--- src/rtl/adder_arb_pkg.sv ---
// Shared definitions for the two-requester adder arbiter: FSM state
// encoding, operand width default, requester ids and the arbitration rule.
package adder_arb_pkg;

    localparam int DEF_DATA_W = 17;
    localparam int DEF_SUM_W  = DEF_DATA_W + 1;

    typedef enum logic [1:0] {
        S_IDLE   = 2'd0,
        S_ADD    = 2'd1,
        S_RESULT = 2'd2
    } arb_state_t;

    localparam logic REQ0 = 1'b0;
    localparam logic REQ1 = 1'b1;

    // A lone requester always wins; on a tie the one not served last wins.
    function automatic logic pick_winner(input logic r0, input logic r1, input logic last_gnt);
        if (r0 && r1) begin
            return ~last_gnt;
        end else if (r1) begin
            return REQ1;
        end else begin
            return REQ0;
        end
    endfunction

endpackage

--- src/rtl/adder_one.sv ---
// Combinational 17-bit ripple-carry adder; sum[17] is the carry out.
module adder_one
    import adder_arb_pkg::*;
(
    input  logic [DEF_DATA_W-1:0] a,
    input  logic [DEF_DATA_W-1:0] b,
    output logic [DEF_SUM_W-1:0]  sum
);

    // Ripple the carry bit by bit through a chain of full adders.
    always_comb begin
        logic c;
        sum = '0;
        c   = 1'b0;
        for (int i = 0; i < DEF_DATA_W; i++) begin
            sum[i] = a[i] ^ b[i] ^ c;
            c      = (a[i] & b[i]) | (c & (a[i] ^ b[i]));
        end
        sum[DEF_SUM_W-1] = c;
    end

endmodule

--- src/rtl/adder_arbiter.sv ---
// Round-robin arbiter sharing one adder_one between two requesters.
// Operands are registered on grant, summed in ADD, and the 18-bit result
// is held in RESULT until the consumer accepts it.
// Optional feature: define ADDER_ARB_STATS_EN to add saturating per-requester
// grant counters (gnt_cnt0/gnt_cnt1).
//
//   state    | meaning
//   ---------+--------------------------------------------------------
//   S_IDLE   | waiting for a request; grants and acks the winner
//   S_ADD    | adder fed from operand regs, sum captured on the edge
//   S_RESULT | res_valid high, held until res_ready
module adder_arbiter
    import adder_arb_pkg::*;
#(
    parameter int DATA_W = 17,
    parameter int CNT_W  = 16
) (
    input  logic              clk,
    input  logic              reset,
    input  logic              req0,
    input  logic [DATA_W-1:0] a0,
    input  logic [DATA_W-1:0] b0,
    output logic              ack0,
    input  logic              req1,
    input  logic [DATA_W-1:0] a1,
    input  logic [DATA_W-1:0] b1,
    output logic              ack1,
    output logic [DATA_W:0]   res,
    output logic              res_id,
    output logic              res_valid,
    input  logic              res_ready,
    output logic              busy
`ifdef ADDER_ARB_STATS_EN
    ,
    output logic [CNT_W-1:0]  gnt_cnt0,
    output logic [CNT_W-1:0]  gnt_cnt1
`endif
);

    arb_state_t        state;
    arb_state_t        state_nxt;
    logic [DATA_W-1:0] op_a;
    logic [DATA_W-1:0] op_b;
    logic [DATA_W:0]   sum;
    logic              last_gnt;
    logic              winner;
    logic              grant;

    // Arbitration decision from the live requests and the last winner.
    always_comb begin
        winner = pick_winner(req0, req1, last_gnt);
    end

    // Next state and grant pulses; acks only ever come out of IDLE.
    always_comb begin
        state_nxt = state;
        grant     = 1'b0;
        ack0      = 1'b0;
        ack1      = 1'b0;
        case (state)
            S_IDLE: begin
                if (req0 || req1) begin
                    grant     = 1'b1;
                    state_nxt = S_ADD;
                    ack0      = (winner == REQ0);
                    ack1      = (winner == REQ1);
                end
            end
            S_ADD: begin
                state_nxt = S_RESULT;
            end
            S_RESULT: begin
                if (res_ready) begin
                    state_nxt = S_IDLE;
                end
            end
            default: begin
                state_nxt = S_IDLE;
            end
        endcase
        // Keep acks at their reset value while reset is held.
        if (reset) begin
            ack0 = 1'b0;
            ack1 = 1'b0;
        end
    end

    assign res_valid = (state == S_RESULT);
    assign busy      = (state != S_IDLE);

    // State register.
    always_ff @(posedge clk or posedge reset) begin
        if (reset) begin
            state <= S_IDLE;
        end else begin
            state <= state_nxt;
        end
    end

    // Capture the winner's operands, its id and the round-robin pointer on grant.
    always_ff @(posedge clk or posedge reset) begin
        if (reset) begin
            op_a     <= '0;
            op_b     <= '0;
            res_id   <= REQ0;
            last_gnt <= REQ1;
        end else if (grant) begin
            op_a     <= (winner == REQ1) ? a1 : a0;
            op_b     <= (winner == REQ1) ? b1 : b0;
            res_id   <= winner;
            last_gnt <= winner;
        end
    end

    adder_one u_adder_one (
        .a   (op_a),
        .b   (op_b),
        .sum (sum)
    );

    // Register the sum at the end of ADD; it stays put through RESULT.
    always_ff @(posedge clk or posedge reset) begin
        if (reset) begin
            res <= '0;
        end else if (state == S_ADD) begin
            res <= sum;
        end
    end

`ifdef ADDER_ARB_STATS_EN
    localparam logic [CNT_W-1:0] CNT_MAX = '1;

    // Saturating grant counters, one per requester.
    always_ff @(posedge clk or posedge reset) begin
        if (reset) begin
            gnt_cnt0 <= '0;
            gnt_cnt1 <= '0;
        end else begin
            if (ack0 && gnt_cnt0 != CNT_MAX) begin
                gnt_cnt0 <= gnt_cnt0 + 1'b1;
            end
            if (ack1 && gnt_cnt1 != CNT_MAX) begin
                gnt_cnt1 <= gnt_cnt1 + 1'b1;
            end
        end
    end
`else
    // Counter width only matters when statistics are built in.
    if (CNT_W > 0) begin : g_no_stats
    end
`endif

endmodule

--- config.mk ---
export PLATFORM = sky130hd
export DESIGN_NAME = adder_arbiter
export DESIGN_NICKNAME = d
export VERILOG_FILES = /design/src/rtl/adder_arb_pkg.sv /design/src/rtl/adder_one.sv /design/src/rtl/adder_arbiter.sv
export SDC_FILE = /design/constraint.sdc
export NUM_CORES = 1
export LEC_CHECK = 0
export CAP_MARGIN = 40
export CORE_UTILIZATION = 35
export DETAILED_ROUTE_END_ITERATION = 8
export DONT_BUFFER_PORTS = 1
export PLACE_DENSITY = 0.54
export SLEW_MARGIN = 40
export SYNTH_ARGS = -nofsm -noshare
export SYNTH_HDL_FRONTEND = slang
export SYNTH_SLANG_ARGS = --single-unit
--- constraint.sdc ---
create_clock -name clk -period 18.6 [get_ports clk]
set_clock_uncertainty 0.1 [all_clocks]
set_input_delay 1.86 -clock clk [delete_from_list [all_inputs] [get_ports clk]]
set_output_delay 1.86 -clock clk [all_outputs]
set_load 0.02 [all_outputs]
==> impl_metrics.env <==
export IMPL_grt_max_degree=57
export IMPL_worstPathArrival_ns=7.27
export IMPL_synthFlopType="dfrtp_1"
export IMPL_core_um2=7850
export IMPL_r2r_cells=21
export IMPL_avgSynthCellArea_um2=10.5
export IMPL_path_delay_family="adder cells"
export IMPL_antenna_found_initial=0
export IMPL_grt_pass1_wl_mm=10.4
export IMPL_drtIter0Drc=97
export IMPL_drc=0
export IMPL_drt_total_wl_mm=6.33
export IMPL_min_path_type="reg -> reg"
export IMPL_finalNetCount=355
export IMPL_die_w_um=92.7
export IMPL_std_cell_rows=32
export IMPL_io_pins=96
export IMPL_synth_area_um2=2880
export IMPL_cp_slowest_cell="fa_1"
export IMPL_yosys_top_cells_count="71 x nand2_1, 55 x dfrtp_1, 35 x a21oi_1, 35 x a31oi_1, 16 x fa_1"
export IMPL_syn_num_nets=364
export IMPL_max_stage_delay_ns=0.42
export IMPL_startpoint_type="register"
export IMPL_grt_pass1_vias=2004
export IMPL_synthArstFlopShare=1.00
export IMPL_required_ns=18.72
export IMPL_maxSlewViolCount=0
export IMPL_synthTopCellsByArea="dfrtp_1 48%, fa_1 11%, nand2_1 9.3%"
export IMPL_vdd_drop_max_v=0.0000904
export IMPL_setup_tns_ns=0
export IMPL_r2r_end="res[16]"
export IMPL_cts_path_max_buffers=2
export IMPL_hpwl_mm=4.56
export IMPL_start_util=0.367
export IMPL_synth_edf_count=0
export IMPL_antenna_cells=0
export IMPL_ys_seq_area_frac=0.488
export IMPL_power_per_cell_area_nw_per_um2=191
export IMPL_ctsHoldBuffers=0
export IMPL_slew_headroom=0.529
export IMPL_yosysMostFrequentCell="nand2_1"
export IMPL_h_tree_depth=2
export IMPL_die_area_um2=8580
export IMPL_clkTransAtPathRegs_ns=0.10
export IMPL_setup_viol=0
export IMPL_yosysWarnings=0
export IMPL_clock_latency_ns=0.31
export IMPL_root_buffer="clkbuf_8"
export IMPL_startpoint="op_a[0]"
export IMPL_cp_num_buf_inv=3
export IMPL_viasPerCell=5.19
export IMPL_whs_endpoint="op_b[14]"
export IMPL_postCtsSetupRepairBufs=0
export IMPL_worstSetupPathType="reg -> reg"
export IMPL_yosysUniqueCellTypes=23
export IMPL_rr_startpoint="op_a[0]"
export IMPL_cts_resized=0
export IMPL_min_path_cells=2
export IMPL_cts_buffers=5
export IMPL_clock_sinks=56
export IMPL_synthCells=274
export IMPL_overflow=0
export IMPL_fillerInstances=847
export IMPL_synthDominantCellAreaShare=0.478
export IMPL_critPathCaptureType="register"
export IMPL_leakage_nw=1.24
export IMPL_wire_per_inst_um=17.2
export IMPL_via_count=1911
export IMPL_hold_start="op_b[14]"
export IMPL_grt_use_total=0.158
export IMPL_status="complete, no violations"
export IMPL_rsz0062_at_grt="false"
export IMPL_tightest_slew_ns=0.706
export IMPL_period_minus_slack_ns=7.15
export IMPL_first_pass_iters=4
export IMPL_synth_top_area_cell="dfrtp_1"
export IMPL_min_period_over_period=0.384
export IMPL_drive_above_1_share=0.128
export IMPL_crit_fanout=2
export IMPL_synth_seq_cells=56
export IMPL_total_power_uw=572
export IMPL_tritoncts="built"
export IMPL_die_y_um=92.7
export IMPL_drv_cap=0
export IMPL_finalHoldViolCount=0
export IMPL_crit_top_cell="fa_1"
export IMPL_max_freq_mhz=140
export IMPL_io_buffers=0
export IMPL_gp_congestion=0.797
export IMPL_path_cells="ha_1, fa_1, fa_1, fa_1, fa_1, fa_1, fa_1, fa_1, fa_1, fa_1, fa_1, fa_1, fa_1, fa_1, inv_1, fa_1, inv_1, fa_1, inv_1, fa_1, o21ai_0"
export IMPL_area_growth_pct=3.96
export IMPL_ant_nets=0
export IMPL_rrSetupSlack_ns=11.45
worst max path at each step:
stage / to / slack [ns] / cells past startpoint
after floorplan: res[16] / 11.76 / 21
after global placement: res[16] / 11.48 / 21
after detailed placement: res[16] / 11.44 / 21
after CTS: res[16] / 11.40 / 21
after global routing: res[16] / 11.10 / 21
final: res[16] / 11.45 / 21
flip-flops by register name, summed over array words and instances, names as in the netlist:
| name | cells |
|---|---|
| res | 18 |
| op_a | 17 |
| last_gnt | 1 |
| res_id | 1 |
| op_b | 17 |
| state | 2 |
stage by stage:
step / std cells / util / instance area, um2 / hold slack (ns) / setup slack, ns
floorplan: 274 / - / 2880 / 0.415 / 11.76
global placement: 359 / 0.367 / 2880 / 0.434 / 11.48
detailed placement: 360 / 0.369 / 2900 / 0.445 / 11.44
CTS: 368 / 0.381 / 2990 / 0.468 / 11.40
global route: 368 / 0.381 / 2990 / 0.501 / 11.10
finish: 368 / 0.381 / 2990 / 0.464 / 11.45
cell families after synthesis:
group / share of synthesized area
AOI/OAI and AO/OA: 0.157
muxes: 0.0587
and+or+nand+nor: 0.114
DFF: 0.488
adders and majority gates: 0.116
buffers and inverters: 0.0674
where the power goes:
part	internal [mW]	switching, mW
Combinational	0.107	0.128
Clock	0.0304	0.0393
Sequential	0.187	0.0811
Total	0.324	0.249
layout make-up:
class | instances | area (um2) | area share
clock buffers | 7 | 86.3 | 0.0289
well taps | 102 | 128 | 0.0427
multi-input cells | 187 | 1280 | 0.429
clock inverters | 1 | 7.51 | 0.00251
repair buffers | 4 | 37.5 | 0.0126
flip-flops and latches | 56 | 1400 | 0.469
inverters | 11 | 46.3 | 0.0155
per-layer routing:
layer,global-route usage,share of wire,wire length (um),vias to the layer above
met5,0,0,0,-
met2,0.250,0.47,2950,57
li1,-,-,-,913
met3,0.0320,0.049,311,7
met1,0.219,0.47,2990,934
met4,0.0487,0.013,80,0
worst register-to-register path: cells and delay by family, from the launching register on:
family / cells / cell delay [ns]
DFF: 1 / 0.39
AOI/OAI and AO/OA: 1 / 0.16
buffers and inverters: 3 / 0.20
adders and majority gates: 17 / 6.23
cells in the final DEF, fill, tap and decap left out:
| cell type | synthesis | routed |
|---|---|---|
| clkbuf_1 | 1 | 1 |
| or2_1 | 1 | 1 |
| ha_1 | 1 | 1 |
| inv_2 | 0 | 1 |
| a21bo_2 | 1 | 1 |
| nor2_4 | 1 | 1 |
| dfstp_2 | 1 | 1 |
| o21ai_0 | 4 | 4 |
| nand2b_1 | 2 | 1 |
| nor3_1 | 2 | 2 |
| a22o_1 | 1 | 1 |
| fa_1 | 16 | 16 |
| clkinvlp_4 | 0 | 1 |
| nand2_1 | 71 | 71 |
| inv_6 | 1 | 1 |
| nand2b_2 | 0 | 1 |
| mux2_2 | 15 | 15 |
| clkbuf_8 | 0 | 6 |
| inv_1 | 10 | 9 |
| a21boi_4 | 1 | 1 |
| nand2_8 | 1 | 1 |
| buf_8 | 0 | 1 |
| a31oi_1 | 35 | 35 |
| dfrtp_1 | 55 | 55 |
| a21oi_1 | 35 | 35 |
| buf_4 | 7 | 3 |
Note: power is estimated with default switching activity, not from simulation.
